$ cat config.mk
export PLATFORM = sky130hd
export DESIGN_NAME = zube_ext_bus_if
export DESIGN_NICKNAME = d
export VERILOG_FILES = /design/src/rtl/zube_ext_bus_if.sv
export SDC_FILE = /design/constraint.sdc
export NUM_CORES = 1
export LEC_CHECK = 0
export BUFFER_PORTS_ARGS = -buffer_cell sky130_fd_sc_hd__buf_2
export CAP_MARGIN = 0
export CORE_MARGIN = 1.5
export CORE_UTILIZATION = 48
export CTS_BUF_LIST = sky130_fd_sc_hd__clkbuf_16
export CTS_CLUSTER_DIAMETER = 80
export DETAILED_ROUTE_END_ITERATION = 12
export GPL_ROUTABILITY_DRIVEN = 0
export PLACE_DENSITY = 0.67
export SYNTH_ARGS = -nofsm -noshare
export SYNTH_HDL_FRONTEND = slang
export SYNTH_SLANG_ARGS = --single-unit
export TNS_END_PERCENT = 50
$ cat constraint.sdc
create_clock -name clk -period 2.7 [get_ports clk]
set_input_delay 0.135 -clock clk [delete_from_list [all_inputs] [get_ports clk]]
set_output_delay 0.135 -clock clk [all_outputs]
set_load 0.01 [all_outputs]
$ cat src/rtl/zube_ext_bus_if.sv
// ---------------------------------------------------------------------------
// zube_ext_bus_if
// External-bus front end of the zube mailbox. Synchronises an asynchronous
// 8-bit CPU bus into the core clock domain, pushes external writes into an
// RX FIFO (valid/ready stream towards the mailbox) and serves external reads
// from a one-entry TX holding register and a status byte.
//
// Ports
//   clk, reset          core clock, synchronous active-high reset
//   ext_data_in/out/oeb external data bus (pad in, pad out, active-low OE)
//   ext_addr            0 = RX data, 1 = TX data, 2 = status, 3 = reserved
//   ext_cs_b/rd_b/wr_b  asynchronous active-low chip select and strobes
//   ext_irq_b           active-low interrupt (only with ZUBE_EXT_IRQ_EN)
//   rx_data/valid/ready RX FIFO head towards the mailbox
//   tx_data/valid/ready mailbox byte into the TX holding register
//   ovf_pulse           one-cycle pulse when an external write is dropped
//
// Build option: define ZUBE_EXT_IRQ_EN to generate the interrupt output;
// otherwise ext_irq_b is tied high.
// ---------------------------------------------------------------------------
// state       | meaning
// ST_ARM      | after reset, wait for both strobes released
// ST_IDLE     | wait for a qualified read or write strobe
// ST_WR_HOLD  | write done, wait for write strobe release
// ST_RD_DRIVE | driving latched read data onto the pads
// ST_RD_END   | bus released, apply read side effects
// ---------------------------------------------------------------------------
module zube_ext_bus_if #(
   parameter int RX_DEPTH    = 8,
   parameter int SYNC_STAGES = 2
) (
   input  logic       clk,
   input  logic       reset,
   input  logic [7:0] ext_data_in,
   output logic [7:0] ext_data_out,
   output logic [7:0] ext_data_oeb,
   input  logic [1:0] ext_addr,
   input  logic       ext_cs_b,
   input  logic       ext_rd_b,
   input  logic       ext_wr_b,
   output logic       ext_irq_b,
   output logic [7:0] rx_data,
   output logic       rx_valid,
   input  logic       rx_ready,
   input  logic [7:0] tx_data,
   input  logic       tx_valid,
   output logic       tx_ready,
   output logic       ovf_pulse
);

   localparam int AW = $clog2(RX_DEPTH);

   // Strobes reset to their asserted level so that a strobe held low across
   // reset still looks active to ARM until the real pin value has propagated.
   localparam logic [12:0] SYNC_RST = {1'b1, 1'b0, 1'b0, 2'b00, 8'h00};

   typedef enum logic [2:0] {
      ST_ARM,
      ST_IDLE,
      ST_WR_HOLD,
      ST_RD_DRIVE,
      ST_RD_END
   } state_t;

   logic [SYNC_STAGES-1:0][12:0] sync_q;
   logic [12:0] sync_out;
   logic        cs, rd, wr;
   logic [1:0]  addr;
   logic [7:0]  din;

   state_t      state_q, state_d;
   logic        push_req, rd_start, rd_finish;

   logic [7:0]  dout_q, oeb_q;
   logic [1:0]  addr_q;
   logic        rd_hit_q;
   logic [7:0]  rd_mux;
   logic        rd_hit, udf_set;

   logic        ovf_q, ovf_d, udf_q, udf_d;
   logic        ovf_pulse_q;
   logic        clr_flags;

   logic [7:0]  tx_q;
   logic        tx_full_q;
   logic        tx_load, tx_clear;

   logic [7:0]  mem [RX_DEPTH];
   logic [AW:0] wr_ptr_q, rd_ptr_q;
   logic        rx_full, rx_empty, push_ok, drop, pop;

   // ------------------------------------------------------------------
   // input synchronisers
   // ------------------------------------------------------------------
   always_ff @(posedge clk) begin
      if (reset) begin
         sync_q <= {SYNC_STAGES{SYNC_RST}};
      end else begin
         sync_q[0] <= {ext_cs_b, ext_rd_b, ext_wr_b, ext_addr, ext_data_in};
         for (int i = 1; i < SYNC_STAGES; i++) begin
            sync_q[i] <= sync_q[i-1];
         end
      end
   end

   assign sync_out = sync_q[SYNC_STAGES-1];
   assign cs       = ~sync_out[12];
   assign rd       = ~sync_out[11];
   assign wr       = ~sync_out[10];
   assign addr     = sync_out[9:8];
   assign din      = sync_out[7:0];

   // ------------------------------------------------------------------
   // bus FSM
   // ------------------------------------------------------------------
   always_ff @(posedge clk) begin
      if (reset) state_q <= ST_ARM;
      else       state_q <= state_d;
   end

   always_comb begin
      state_d   = state_q;
      push_req  = 1'b0;
      rd_start  = 1'b0;
      rd_finish = 1'b0;
      case (state_q)
         ST_ARM: begin
            if (!rd && !wr) state_d = ST_IDLE;
         end
         ST_IDLE: begin
            if (cs && wr && !rd) begin
               state_d  = ST_WR_HOLD;
               push_req = (addr == 2'd0);
            end else if (cs && rd && !wr) begin
               state_d  = ST_RD_DRIVE;
               rd_start = 1'b1;
            end
         end
         ST_WR_HOLD: begin
            if (!wr) state_d = ST_IDLE;
         end
         ST_RD_DRIVE: begin
            if (!rd || !cs) state_d = ST_RD_END;
         end
         ST_RD_END: begin
            rd_finish = 1'b1;
            state_d   = ST_IDLE;
         end
         default: state_d = ST_ARM;
      endcase
   end

   // ------------------------------------------------------------------
   // read mux, sampled when the read is accepted in IDLE
   // ------------------------------------------------------------------
   always_comb begin
      rd_mux  = 8'h00;
      rd_hit  = 1'b0;
      udf_set = 1'b0;
      case (addr)
         2'd1: begin
            if (tx_full_q) begin
               rd_mux = tx_q;
               rd_hit = 1'b1;
            end else begin
               rd_mux  = 8'hFF;
               udf_set = rd_start;
            end
         end
         2'd2:    rd_mux = {4'b0000, udf_q, ovf_q, tx_full_q, rx_full};
         default: rd_mux = 8'h00;
      endcase
   end

   always_ff @(posedge clk) begin
      if (reset) begin
         dout_q   <= 8'h00;
         oeb_q    <= 8'hFF;
         addr_q   <= 2'd0;
         rd_hit_q <= 1'b0;
      end else begin
         oeb_q <= (state_d == ST_RD_DRIVE) ? 8'h00 : 8'hFF;
         if (rd_start) begin
            dout_q   <= rd_mux;
            addr_q   <= addr;
            rd_hit_q <= rd_hit;
         end
      end
   end

   assign ext_data_out = dout_q;
   assign ext_data_oeb = oeb_q;

   // ------------------------------------------------------------------
   // sticky flags; a set in the clearing cycle wins
   // ------------------------------------------------------------------
   assign clr_flags = rd_finish && (addr_q == 2'd2);
   assign ovf_d     = drop    ? 1'b1 : (clr_flags ? 1'b0 : ovf_q);
   assign udf_d     = udf_set ? 1'b1 : (clr_flags ? 1'b0 : udf_q);

   always_ff @(posedge clk) begin
      if (reset) begin
         ovf_q       <= 1'b0;
         udf_q       <= 1'b0;
         ovf_pulse_q <= 1'b0;
      end else begin
         ovf_q       <= ovf_d;
         udf_q       <= udf_d;
         ovf_pulse_q <= drop;
      end
   end

   assign ovf_pulse = ovf_pulse_q;

   // ------------------------------------------------------------------
   // TX holding register
   // ------------------------------------------------------------------
   // Only clear if the read actually returned the held byte; a byte loaded
   // while an underflowing read is still on the bus must survive.
   assign tx_load  = tx_valid && !tx_full_q;
   assign tx_clear = rd_finish && (addr_q == 2'd1) && rd_hit_q;

   always_ff @(posedge clk) begin
      if (reset) begin
         tx_q      <= 8'h00;
         tx_full_q <= 1'b0;
      end else if (tx_load) begin
         tx_q      <= tx_data;
         tx_full_q <= 1'b1;
      end else if (tx_clear) begin
         tx_full_q <= 1'b0;
      end
   end

   assign tx_ready = ~tx_full_q;

   // ------------------------------------------------------------------
   // RX FIFO
   // ------------------------------------------------------------------
   assign rx_empty = (wr_ptr_q == rd_ptr_q);
   assign rx_full  = (wr_ptr_q[AW] != rd_ptr_q[AW]) &&
                     (wr_ptr_q[AW-1:0] == rd_ptr_q[AW-1:0]);
   // full is judged before any same-cycle pop
   assign push_ok  = push_req && !rx_full;
   assign drop     = push_req && rx_full;
   assign pop      = !rx_empty && rx_ready;

   always_ff @(posedge clk) begin
      if (reset) begin
         wr_ptr_q <= '0;
         rd_ptr_q <= '0;
      end else begin
         if (push_ok) wr_ptr_q <= wr_ptr_q + 1'b1;
         if (pop)     rd_ptr_q <= rd_ptr_q + 1'b1;
      end
   end

   always_ff @(posedge clk) begin
      if (push_ok) mem[wr_ptr_q[AW-1:0]] <= din;
   end

   assign rx_valid = ~rx_empty;
   assign rx_data  = rx_empty ? 8'h00 : mem[rd_ptr_q[AW-1:0]];

   // ------------------------------------------------------------------
   // interrupt
   // ------------------------------------------------------------------
`ifdef ZUBE_EXT_IRQ_EN
   logic irq_b_q;
   always_ff @(posedge clk) begin
      if (reset) irq_b_q <= 1'b1;
      else       irq_b_q <= ~(tx_full_q || ovf_q);
   end
   assign ext_irq_b = irq_b_q;
`else
   assign ext_irq_b = 1'b1;
`endif

endmodule

==> results, run 1 <==
- The run finished with clean final reports.
- In this run the vertical extent of the chip is 105 um.
- The signal on the critical path passes through nor4b_4, nand4b_2, or2_1, nor2_1.
- The number of diodes is 0.
- The number of setup buffers added after CTS is 0.
- In the synthesized netlist the dominant register cell turns out to be sky130_fd_sc_hd__edfxtp_1.
- The final-layout setup total negative slack is 0 ps.
- The worst pin sits at a relative slew slack of 28.8%.
- In this run the horizontal extent of the chip is 105 um.
- In the synthesized netlist the async set-or-reset flop fraction comes to 0%.
- The core region area is a little under 10000 um2.
- The number of global-route vias before repair is 2945.
- The detail-routed net length per standard cell is 15.6 um.
- The minimum clock period after layout is 2220 ps.
- After the first detailed-routing iteration, the DRC count stood at 176.
- The number of flip-flops and latches in the synthesized netlist is 128.
- Routed signal wires occupy layers up through met4.
- Along the worst path, the maximum fanout reaches 8.
- The arrival time at the worst endpoint is approximately 2300 ps.
- The via count normalized by instance count is 5.11.
- In the global route stage, overall resource usage came out at 18.0%.
- The finished cells cover 6110 um2.
- After synthesis, the mean cell area works out to between 10 and 15 um2.
- In this run the cell area measured after placement is 5300 um2.
- The number of standard-cell rows in the floorplan is 36.
- The launch point of the worst reg-to-reg path is state_q[0]$_SDFF_PP0_.
- The floorplan step defined a die boundary enclosing 10900 um2.
- The number of maximum-capacitance constraint violations is 0.
- Yosys printed 0 warnings.
- For this design the static power due to leakage is 2.24 nW.
- Once the floorplan was initialized, standard cells occupied 50.0% of the core.
- The number of enable flip-flop cells after synthesis is 64.
- The final clock skew is around 8 ps.
- The cell area power density is about 730 nW/um2.
- The setup violation total in the final timing report is 0.
- The kind of critical path is reg2reg.
- Once detail routing completed, the nets flagged for antenna violations numbered 0.
- The number of clock buffers added by TritonCTS is 17.
- Entering global routing, the biggest net connects 64 pins.
- IR analysis of the VDD net gives a maximum drop of 464 uV.
- The critical path data required time is 2730 ps.
- The worst hold path belongs to the class in2reg.
- TritonCTS built the clock tree.
- STA classifies the critical path endpoint as a flop.
- After layout, the worst path uses 82.4% of the clock period.
- The kind of start point of the critical path is a flop.
- The fmax is 450 MHz.
- Setup repair after global routing left no endpoint under its margin.
- For the worst flop-to-flop path, the logic depth is 4.
- Setup slack on the worst reg-to-reg path comes out at 480 ps.
- For this run, the detailed router's first-pass iteration total came to 4.
- Among all stages on the critical path, the largest delay is contributed by sky130_fd_sc_hd__nor2_1.
- Of the synthesized area, sequential elements account for 64.6%.
- The final-report max-slew violation count is 0.
- The number of endpoints with negative hold slack in the final report is 0.
- The worst-case hold slack is 147 ps.
- The initial antenna violation count was 0.
- The number of instances on the worst hold path is 4.
- At the pin with the least slew margin, the transition time is 1070 ps.
- The beginning of the worst hold path is rx_ready.
- The endpoint identified for the worst register-to-register timing path is mem[7][3]$_DFFE_PP_.
- The worst hold path terminates at rd_ptr_q[0]$_SDFFE_PP0P_.
- The gate count of the mapped netlist is 371.
- The first-pass GRT wire length is 14900 um.
- The net count of the finished layout is 472.
- The routed wire length is 9200 um.
- The distinct cell type count after synthesis is 48.
- The combined buffer and inverter count along the critical path is 0.
- The clock-pin transition on the worst setup and hold timing paths is roughly 50 ps.
- The fill cell instance count of the final layout is 766.
- Cells with a size suffix above 1 make up 25.7% of the layout.
- The synthesis-to-finish area growth is 23.2%.
- The post-route DRC violation count is 0.
- The root buffer cell chosen for the clock tree is sky130_fd_sc_hd__clkbuf_16.
- In the detailed route, the total length drawn on met3 is 375 um.
- The maximum clock insertion buffer count is 2.
- The remaining global-route overflow is 0.
- The net count of the mapped netlist is 401.
- The clock net in this run drives a total of 128 sinks.
- The met1 routed wirelength after detailed routing is 4040 um.
- The I/O pin count is 53.
- The wire length on met2 is 4670 um.
- The H-tree depth reported by CTS is 4.
- The mapped netlist covers 4960 um2.
- The total via count after detailed routing is roughly 3000.
- On the worst path, the slowest cell contributes a delay of 530 ps.
- The family with the most delay on the worst path is simple AND/OR/NAND/NOR gates.
- The quantity of I/O buffers inserted on ports is 51.
- The HPWL after detailed placement is 5860 um.
- For the worst-skew pair, the clock arrives at the later sink with an insertion delay of 400 ps.
## synth_stat cells (2+ instances only)
cell type,n,area (um2)
sky130_fd_sc_hd__buf_1,2,7.51
sky130_fd_sc_hd__edfxtp_1,64,1920
sky130_fd_sc_hd__a22o_1,3,26.3
sky130_fd_sc_hd__o2111ai_1,3,26.3
sky130_fd_sc_hd__dfxtp_1,64,1280
sky130_fd_sc_hd__nand3_1,6,30.0
sky130_fd_sc_hd__mux2i_1,9,90.1
sky130_fd_sc_hd__nor3b_1,2,15.0
sky130_fd_sc_hd__nor2b_1,26,163
sky130_fd_sc_hd__or2_2,2,12.5
sky130_fd_sc_hd__nand3b_1,3,22.5
sky130_fd_sc_hd__nor4_1,5,31.3
sky130_fd_sc_hd__nor3_1,5,25.0
sky130_fd_sc_hd__ha_1,5,62.6
sky130_fd_sc_hd__clkbuf_1,10,37.5
sky130_fd_sc_hd__nor2_1,22,82.6
sky130_fd_sc_hd__buf_4,8,60.1
sky130_fd_sc_hd__buf_2,9,45.0
sky130_fd_sc_hd__or3_1,2,12.5
sky130_fd_sc_hd__xor2_2,3,48.8
sky130_fd_sc_hd__mux4_2,16,360
sky130_fd_sc_hd__nand2_1,33,124
sky130_fd_sc_hd__inv_1,8,30.0
sky130_fd_sc_hd__o211ai_1,3,22.5
sky130_fd_sc_hd__xnor2_1,2,17.5
sky130_fd_sc_hd__o21ai_0,3,15.0
sky130_fd_sc_hd__or4_1,2,15.0
sky130_fd_sc_hd__o31ai_1,3,22.5
sky130_fd_sc_hd__xor2_1,2,17.5
sky130_fd_sc_hd__nand4b_1,2,17.5
sky130_fd_sc_hd__nand2b_1,3,18.8
sky130_fd_sc_hd__a21oi_1,25,125
## power breakdown
group / leakage (nW) / internal, mW / switching (mW)
Combinational: 0.834 / 0.0575 / 0.0515
Clock: 0.297 / 1.45 / 0.806
Sequential: 1.11 / 2.06 / 0.0244
## worst reg2reg max path, cell delays in order, from the launching register on
cell                       delay (ps)
sky130_fd_sc_hd__dfxtp_1          450
sky130_fd_sc_hd__nor4b_4          300
sky130_fd_sc_hd__nand4b_2         230
sky130_fd_sc_hd__or2_1            360
sky130_fd_sc_hd__nor2_1           530
## logic make-up (layout without fill, tap and decap cells)
group / Yosys count / in the layout / share of synthesized area [%]
AOI/OAI and AO/OA: 45 / 45 / 5.81
xor gates and xnor gates: 7 / 7 / 1.69
adders and majority gates: 5 / 5 / 1.26
buffers and inverters: 38 / 122 / 3.71
DFF: 128 / 128 / 64.6
muxes: 26 / 26 / 9.31
other: 1 / 1 / 0.0756
and+or+nand+nor: 121 / 121 / 13.5
## layer usage
layer / global-route usage (%) / up-vias
met5: 0 / -
met2: 30.0 / 76
met1: 21.9 / 1443
met3: 5.12 / 7
met4: 7.73 / 0
li1: - / 1479
## state kept, by name, indices dropped and copies added (netlist names), 2 cells and up, named ones only
register / cells
addr_q: 2
state_q: 3
sync_out: 13
sync_q: 13
wr_ptr_q: 4
tx_q: 8
mem: 64
rd_ptr_q: 4
ext_data_out: 8
## how the worst max path moves through the flow
stage	startpoint	to	depth (start not counted)
floorplan	state_q[0]$_SDFF_PP0_	mem[1][0]$_DFFE_PP_	5
global placement	state_q[0]$_SDFF_PP0_	mem[7][7]$_DFFE_PP_	4
finish	state_q[0]$_SDFF_PP0_	mem[7][3]$_DFFE_PP_	4
CTS	state_q[0]$_SDFF_PP0_	mem[7][3]$_DFFE_PP_	4
detailed placement	state_q[0]$_SDFF_PP0_	mem[7][7]$_DFFE_PP_	4
global route	state_q[0]$_SDFF_PP0_	mem[7][3]$_DFFE_PP_	4
## metrics by stage
stage               setup WS (ps)  total power, mW  cells  utilization [%]
finish                        476             4.45    588             61.7
global route                  222             4.60    588             61.7
CTS                           443             4.49    588             61.7
detailed placement            472             2.21    535             53.5
global placement              550             2.21    535             53.5
floorplan                     253             2.17    371                -
## final cells by class
cell class	instances	area, um2	share of cell area (%)
sequential	128	3200	52.4
multi-input combinational	205	1580	25.8
timing repair buffer	81	533	8.72
clock buffer	17	425	6.96
clock inverter	15	171	2.81
tap	133	166	2.72
inverter	9	33.8	0.553
## what timing repair did
item | in CTS | in global routing
hold endpoints to repair | 21 | 0
gates resized for setup | 0 | 0
hold buffers | 21 | 0
## cells in the final DEF (no fill, tap or decap), types with 10 or more instances in the layout
cell type                       count
sky130_fd_sc_hd__buf_2             51
sky130_fd_sc_hd__a21oi_1           25
sky130_fd_sc_hd__mux4_2            16
sky130_fd_sc_hd__edfxtp_1          64
sky130_fd_sc_hd__dlygate4sd3_1     21
sky130_fd_sc_hd__dfxtp_1           64
sky130_fd_sc_hd__nor2_1            22
sky130_fd_sc_hd__nor2b_1           26
sky130_fd_sc_hd__nand2_1           33
sky130_fd_sc_hd__clkbuf_16         17
sky130_fd_sc_hd__inv_1             10
No activity file was read; power rests on OpenSTA's default activity.
==> run 2, diff against run 1 <==
--- a/config.mk
+++ b/config.mk
@@ -5,6 +5,7 @@
 export SDC_FILE = /design/constraint.sdc
 export NUM_CORES = 1
 export LEC_CHECK = 0
+export ABC_AREA = 1
 export BUFFER_PORTS_ARGS = -buffer_cell sky130_fd_sc_hd__buf_2
 export CAP_MARGIN = 0
 export CORE_MARGIN = 1.5
@@ -13,7 +14,7 @@
 export CTS_CLUSTER_DIAMETER = 80
 export DETAILED_ROUTE_END_ITERATION = 12
 export GPL_ROUTABILITY_DRIVEN = 0
-export PLACE_DENSITY = 0.67
+export PLACE_DENSITY = 0.7
 export SYNTH_ARGS = -nofsm -noshare
 export SYNTH_HDL_FRONTEND = slang
 export SYNTH_SLANG_ARGS = --single-unit
==> constraint.sdc (replaced) <==
create_clock -name clk -period 1.8 [get_ports clk]
set_input_delay 0.09 -clock clk [delete_from_list [all_inputs] [get_ports clk]]
set_output_delay 0.09 -clock clk [all_outputs]
set_load 0.01 [all_outputs]
==> results, run 2 <==
- In this run the vertical extent of the chip is 106 um.
- Sorting the synthesized cells by how often they occur yields sky130_fd_sc_hd__nor2_1, sky130_fd_sc_hd__dfxtp_1, sky130_fd_sc_hd__edfxtp_1.
- The final-report max-slew violation count is 0.
- The top cell types in the final layout, fill and taps aside, are sky130_fd_sc_hd__nor2_1, sky130_fd_sc_hd__edfxtp_1, sky130_fd_sc_hd__dfxtp_1, sky130_fd_sc_hd__buf_2, sky130_fd_sc_hd__inv_1.
- The most used flip-flop cell after synthesis is sky130_fd_sc_hd__edfxtp_1.
- Tracing the worst setup path back leads to its startpoint at rd_ptr_q[0]$_SDFFE_PP0P_.
- After floorplanning, the core was divided into 37 placement rows.
- In this run the worst hold path is classified as in2reg.
- The timing endpoint of the critical path is rx_data[4].
- Counting every net in the synthesized netlist gives roughly 540.
- In this run the worst path has a maximum fanout of 5.
- The leakage power total is 2.69 nW.
- The first-pass GRT wire length is 18100 um.
- The cell count after synthesis came out at 507.
- The final clock skew is 9.96 ps.
- Leaving out fill and tap cells, the most frequent cell in the layout is sky130_fd_sc_hd__nor2_1.
- After the last flow step, the layout net total stands at 640.
- After detailed placement, the total cell area comes to 5470 um2.
- The number of maximum-capacitance constraint violations is 0.
- Setup slack on the worst reg-to-reg path comes out at roughly 30 ps.
- The final worst-path cycle share is 100%.
- Summing internal, switching and leakage power gives 7.23 mW.
- The number of endpoints with negative hold slack in the final report is 0.
- The quantity of I/O buffers inserted on ports is between 50 and 60.
- The flow ran to the end, but the final reports show violations.
- The clock reaches the later pin of the worst-skew pair after 400 ps.
- Summing the sequential cell areas from Yosys gives 63.4% of the chip area.
- The first detailed-routing pass took 5 iterations.
- The kind of start point of the critical path is a flop.
- After detailed routing, the number of vias per cell comes to between 5 and 6.
- For this run, design rule violations remaining after detail routing come to 0.
- The combined area of the multi-input logic cells is between 1500 and 2000 um2.
- Of the post-synthesis cell area, the dominant cell type holds 38.0%.
- Timing would allow up to 554 MHz.
- The capturing element type of the critical path is an output port.
- In the post-synthesis netlist, the biggest area contributors are sky130_fd_sc_hd__edfxtp_1, sky130_fd_sc_hd__dfxtp_1, sky130_fd_sc_hd__nor2_1.
- The number of global-route vias before repair is 3632.
- The finished layout cell area is 6750 um2.
- The post-synthesis area per instance is 9.97 um2.
- From synthesis to final layout, the design area changed by 33.6%.
- The clock passes through at most 2 buffers.
- The cell area that synthesis handed to floorplanning was 5050 um2.
- Setup slack on the critical path of the routed design comes to -5.25 ps.
- The fill cell instance count of the final layout is between 700 and 800.
- The total die area is 11200 um2.
- The detail route stage leaves a number of antenna-violating nets equal to 0.
- The post-synthesis async set-or-reset flop share is 0%.
- The worst slack after detailed placement is slightly above 20 ps.
- The number of flip-flops and latches in the synthesized netlist is 128.
- Once detailed placement completed, the half-perimeter wirelength came to 7130 um.
- The register area is approximately 3200 um2.
- The master cell of the clock root buffer is sky130_fd_sc_hd__clkbuf_16.
- The worst-case hold slack is 22.9 ps.
- The distinct cell type count after synthesis is 37.
- Setup repair after global routing could not meet its margin everywhere.
- Buffers inserted during clock tree synthesis total 17.
- The floorplan step defined a core boundary enclosing a little over 10000 um2.
- The slew at the pin with the worst max-slew slack is roughly 500 ps.
- The most frequently used cell type in the post-synthesis netlist is sky130_fd_sc_hd__nor2_1.
- The setup violation total in the final timing report is 2.
- The routed wire length is 11900 um.
- Of all cell types, the one taking the most synthesized area is sky130_fd_sc_hd__edfxtp_1.
- The overall fraction of global-route tracks in use is 21.6%.
- Clock-pin slew was measured on the worst setup and hold paths at approximately 50 ps.
- For this design the ratio of total power to cell area is 1070 nW/um2.
- The H-tree depth reported by CTS is 4.
- The initial antenna violation count was 0.
- The die is 106 um wide.
- The final reports fail on negative setup slack.
- For this run, the number of Yosys warnings is 0.
- The number of flip-flops in the largest register is 64.
- The launch point of the worst reg-to-reg path is rd_ptr_q[2]$_SDFFE_PP0P_.
- The clock net sink count is 128.
- The kind of critical path is reg2out.
- The worst register-to-register path has a depth of 7.
- The number of violations reported at the end of detailed-routing iteration 0 is about 260.
- The detail-routed net length per standard cell is 15.6 um.
- The initial utilization of the core area, before any placement, comes to between 40 and 50%.
- Counting I/O delays and the setup requirement, the final critical path takes 1810 ps.
- The number of diodes is 0.
- The remaining max-slew budget at the tightest pin is about two thirds.
- Across all layers, the routed design uses around 3800 vias.
- Data on the critical path arrives at its endpoint at roughly 1700 ps.
- The I/O pin count is 53.
- In this run the critical register-to-register path is captured at mem[1][7]$_DFFE_PP_.
- The number of enable flip-flop cells after synthesis is 64.
- Entering global routing, the biggest net connects 19 pins.
- The remaining global-route overflow is 0.
- At the worst endpoint, the required time is 1710 ps.
- Of the cells placed in the final design, the portion with a size suffix greater than 1 is 30.1%.
- For the final routed database, the setup TNS stands at -10.0 ps.
- TritonCTS built the clock tree.
- The largest vdd supply drop is 628 uV.
-- run 2: changes by cell type in the layout (fill, tap and decap cells not counted), moves of 10 or more --
cell                      change
sky130_fd_sc_hd__buf_4       +22
sky130_fd_sc_hd__inv_1       +33
sky130_fd_sc_hd__mux4_2      -16
sky130_fd_sc_hd__nand2_2     +10
sky130_fd_sc_hd__nand3_1     +11
sky130_fd_sc_hd__nor2_1      +92
sky130_fd_sc_hd__nor2b_1     -26
sky130_fd_sc_hd__o21ai_0     +30
sky130_fd_sc_hd__o21ai_1     +19
-- run 2: worst min-delay path by stage --
stage                  start                    end  cells past startpoint
finish                 reset  sync_q[10]$_SDFF_PP0_                      2
global route           reset   sync_q[6]$_SDFF_PP0_                      2
CTS                    reset  sync_q[10]$_SDFF_PP0_                      2
detailed placement  ext_cs_b  sync_q[12]$_SDFF_PP1_                      2
global placement    ext_cs_b  sync_q[12]$_SDFF_PP1_                      2
floorplan           ext_cs_b  sync_q[12]$_SDFF_PP1_                      1
-- run 2: logic make-up (layout without fill, tap and decap cells) --
group | count (synthesis) | in the layout | share of synthesized area [%]
xor gates and xnor gates | 6 | 6 | 1.04
buffers and inverters | 79 | 193 | 7.08
other | 1 | 1 | 0.0742
and+or+nand+nor | 197 | 198 | 17.2
adders and majority gates | 5 | 5 | 1.24
AOI/OAI and AO/OA | 91 | 91 | 10.0
DFF | 128 | 128 | 63.4
-- run 2: area by class of cell --
class	count	share of cell area [%]
inverter	50	2.97
clock buffer	17	6.30
multi-input combinational	301	25.7
tap	136	2.52
clock inverter	14	2.24
sequential	128	47.8
timing repair buffer	112	12.5
-- run 2: critical path, stage by stage (launching register included) --
cell	delay (ps)
sky130_fd_sc_hd__dfxtp_4	380
sky130_fd_sc_hd__inv_2	60
sky130_fd_sc_hd__nand2_2	60
sky130_fd_sc_hd__nand2_2	60
sky130_fd_sc_hd__nor2_4	230
sky130_fd_sc_hd__nand3b_4	210
sky130_fd_sc_hd__o21ai_4	130
sky130_fd_sc_hd__nor2_1	60
sky130_fd_sc_hd__buf_2	130
-- run 2: routing by layer --
layer / GRT usage [%] / part of all wire (%)
met5: 0 / 0
met4: 10.2 / 2.7
met3: 5.44 / 5.0
met2: 35.9 / 51
met1: 26.4 / 42
-- run 2: where the power goes --
part	internal, mW	switching [mW]
clock network	2.14	1.19
registers	3.11	0.0692
logic	0.331	0.399
-- run 2: timing repair --
action,CTS,global route
buffers inserted,4,11
cloned,2,2
endpoints found under the setup margin,9,65
hold buffers,22,0
gates resized for setup,38,68
pin swaps,2,29
endpoints found under the hold margin,22,0
-- run 2: per-stage QoR --
stage | std cells | utilization (%)
after global placement | 686 | 53.2
after floorplan | 507 | -
after CTS | 745 | 62.4
after global routing | 758 | 65.7
after detailed placement | 686 | 53.2
final | 758 | 65.7
==> run 3, diff against run 2 <==
--- a/config.mk
+++ b/config.mk
@@ -6,15 +6,14 @@
 export NUM_CORES = 1
 export LEC_CHECK = 0
 export ABC_AREA = 1
-export BUFFER_PORTS_ARGS = -buffer_cell sky130_fd_sc_hd__buf_2
 export CAP_MARGIN = 0
 export CORE_MARGIN = 1.5
-export CORE_UTILIZATION = 48
+export CORE_UTILIZATION = 30
 export CTS_BUF_LIST = sky130_fd_sc_hd__clkbuf_16
 export CTS_CLUSTER_DIAMETER = 80
 export DETAILED_ROUTE_END_ITERATION = 12
+export DONT_BUFFER_PORTS = 1
 export GPL_ROUTABILITY_DRIVEN = 0
-export PLACE_DENSITY = 0.7
 export SYNTH_ARGS = -nofsm -noshare
 export SYNTH_HDL_FRONTEND = slang
 export SYNTH_SLANG_ARGS = --single-unit
==> results, run 3 (synthesis results as in run 2) <==
- TritonCTS built the clock tree.
- The minimum clock period after layout is 1780 ps.
- The critical path data required time is 1920 ps.
- Of the total power, the clock network draws 46.4%.
- The setup violation total in the final timing report is 0.
- VDD sags by at most 618 uV.
- The source-to-sink clock delay at the later pin of the worst-skew pair is 420 ps.
- The synthesis-to-finish area growth is 26.8%.
- The worst hold-check path type is in2reg.
- The most common cell after layout, fill and taps aside is sky130_fd_sc_hd__nor2_1.
- The via count normalized by instance count is 4.55.
- The clock buffer count from CTS is 17.
- The first-pass GRT wire length is 18200 um.
- The H-tree depth reported by CTS is 4.
- Of all nets on the critical path, the largest fanout is 8.
- The number of flip-flops in the largest register is 64.
- In this run the standard cell core region covers 16500 um2.
- The net switching component of the power is 1.65 mW.
- For this run, the top clock speed supported by timing is 562 MHz.
- The overall fraction of global-route tracks in use is 13.6%.
- Once placement finished, the instance area stood at 5340 um2.
- The kind of start point of the critical path is a flop.
- Sequential cells account for a little under half of the total power.
- Detailed placement finished with a half-perimeter wire length of 7390 um.
- Hold is met by about 48 ps.
- The final-layout setup total negative slack is 0 ps.
- Of the total power, the share spent switching nets is about a quarter.
- The chip width is 133 um.
- The run finished with clean final reports.
- The clock-pin transition on the worst setup and hold timing paths is 60 ps.
- The die is between 100 and 150 um tall.
- The total via count after detailed routing is between 3000 and 4000.
- The count of buffers added on input and output ports is 0.
- The final-stage net count is 577.
- Leaving out fill and tap cells, the most frequent cells in the layout are sky130_fd_sc_hd__nor2_1, sky130_fd_sc_hd__edfxtp_1, sky130_fd_sc_hd__dfxtp_1, sky130_fd_sc_hd__o21ai_0, sky130_fd_sc_hd__inv_1.
- The maximum number of pins on one net before global-route repair is 44.
- The floorplan step defined a die boundary enclosing 17600 um2.
- The initial utilization of the core area, before any placement, comes to 30.6%.
- In this run the remaining antenna-violating nets after routing total 0.
- The number of endpoints with negative hold slack in the final report was 0.
- The share of power burned in combinational logic is 7.9%.
- The number of standard-cell rows in the floorplan is 47.
- The number of instances on the worst hold path is 2.
- The critical path in this run is classified as reg2reg.
- The initial antenna violation count came to 0.
- The maximum clock insertion buffer count is 2.
- The internal portion of the total power is 5.30 mW.
- The worst register-to-register path has a setup slack of 20 ps.
- The number of antenna diodes in the final layout is 0.
- The cell area power density is 1080 nW/um2.
- In the final routed layout, each cell accounts on average for 14.6 um.
- The number of global-route vias before repair came to 3594.
- The first TritonRoute pass finished after 4 iterations.
- Clock tree synthesis selected as its root buffer the cell sky130_fd_sc_hd__clkbuf_16.
- The post-route DRC violation count is 0.
- Setup repair after global routing could not meet its margin everywhere.
- The arrival time at the worst endpoint is 1900 ps.
- The worst register-to-register path has a depth of 9.
- Of the cells placed in the final design, the portion with a size suffix greater than 1 is a little under a fifth.
- The capturing element type of the critical path is a flop.
- The analysis attributes to cell leakage a power of 2.42 nW.
- The number of maximum-capacitance constraint violations is 0.
- During I/O placement, the number of pins put on the boundary was between 50 and 60.
- On the final layout, the worst clock skew is 14.9 ps.
- The routed wire length is between 10000 and 15000 um.
- The remaining global-route overflow is 0.
- For this block, the initial DRC count from the detailed router was around 210.
- The final worst-path cycle share is around 100%.
- The clock net sink count is 128.
- The final-report max-slew violation count came to 0.
- The finished cells cover between 6000 and 7000 um2.
==> run 3: changes by cell type in the layout (fill, tap and decap cells not counted), sizes merged <==
cell          delta
buf             -62
bufinv           -2
clkbuf           -1
clkinvlp         -1
dlygate4sd3      +1
dlymetal6s4s     +1
inv              +3
nand3b           -1
==> run 3: area by class of cell <==
cell class | count | area, um2
repair buffers | 50 | 502
well taps | 220 | 275
inverters | 50 | 200
fillers | 1600 | 10100
clock buffers | 18 | 450
clock inverters | 14 | 111
multi-input cells | 300 | 1640
flip-flops and latches | 128 | 3230
==> run 3: repair_timing <==
item / 4_1_cts / 5_1_grt
resized for setup: 19 / 46
hold buffers: 25 / 0
gates cloned: 0 / 1
buffers inserted: 0 / 4
pin swaps: 8 / 9
endpoints found under the hold margin: 55 / 0
endpoints found under the setup margin: 17 / 65
==> run 3: critical path, stage by stage, from the launching register on <==
cell and delay [ps]:
sky130_fd_sc_hd__dfxtp_2 340, sky130_fd_sc_hd__inv_2 50, sky130_fd_sc_hd__nor3_4 220, sky130_fd_sc_hd__nand2_2 90, sky130_fd_sc_hd__nor2_4 160, sky130_fd_sc_hd__nand2_4 100
sky130_fd_sc_hd__inv_6 90, sky130_fd_sc_hd__nand2_8 70, sky130_fd_sc_hd__nor3_4 180, sky130_fd_sc_hd__buf_6 160
==> run 3: power by group through the flow <==
| stage | clock network (mW) | registers, mW | logic, mW |
|---|---|---|---|
| final | 3.22 | 3.17 | 0.552 |
| after global placement | 0 | 3.23 | 0.418 |
| after floorplan | 0 | 3.20 | 0.335 |
| after detailed placement | 0 | 3.24 | 0.431 |
| after CTS | 3.28 | 3.18 | 0.512 |
| after global routing | 3.44 | 3.18 | 0.613 |
==> run 3: metrics by stage <==
stage	utilization, %	total power, mW	std cells	setup WS (ps)
after global routing	38.8	7.23	780	-66.8
after CTS	37.5	6.97	775	8.01
after global placement	32.3	3.65	718	54.0
after floorplan	-	3.53	507	-178
after detailed placement	32.3	3.67	718	14.3
final	38.8	6.95	780	21.0
==> run 3: final timing paths <==
| path | end | startpoint |
|---|---|---|
| worst max-delay path | mem[0][0]$_DFFE_PP_ | sync_out[11]$_SDFF_PP0_ |
| worst min-delay path | tx_full_q$_SDFFE_PP0P_ | tx_valid |
| worst max register to register | mem[0][0]$_DFFE_PP_ | sync_out[11]$_SDFF_PP0_ |
| worst min register to register | sync_out[11]$_SDFF_PP0_ | sync_q[11]$_SDFF_PP0_ |
==> run 3: routing by layer <==
metal	global-route usage [%]	up-vias	routed length, um
met1	16.0	1691	5030
met2	22.6	86	5760
met5	0	-	0
met4	6.29	0	118
met3	4.33	10	503
li1	-	1760	-
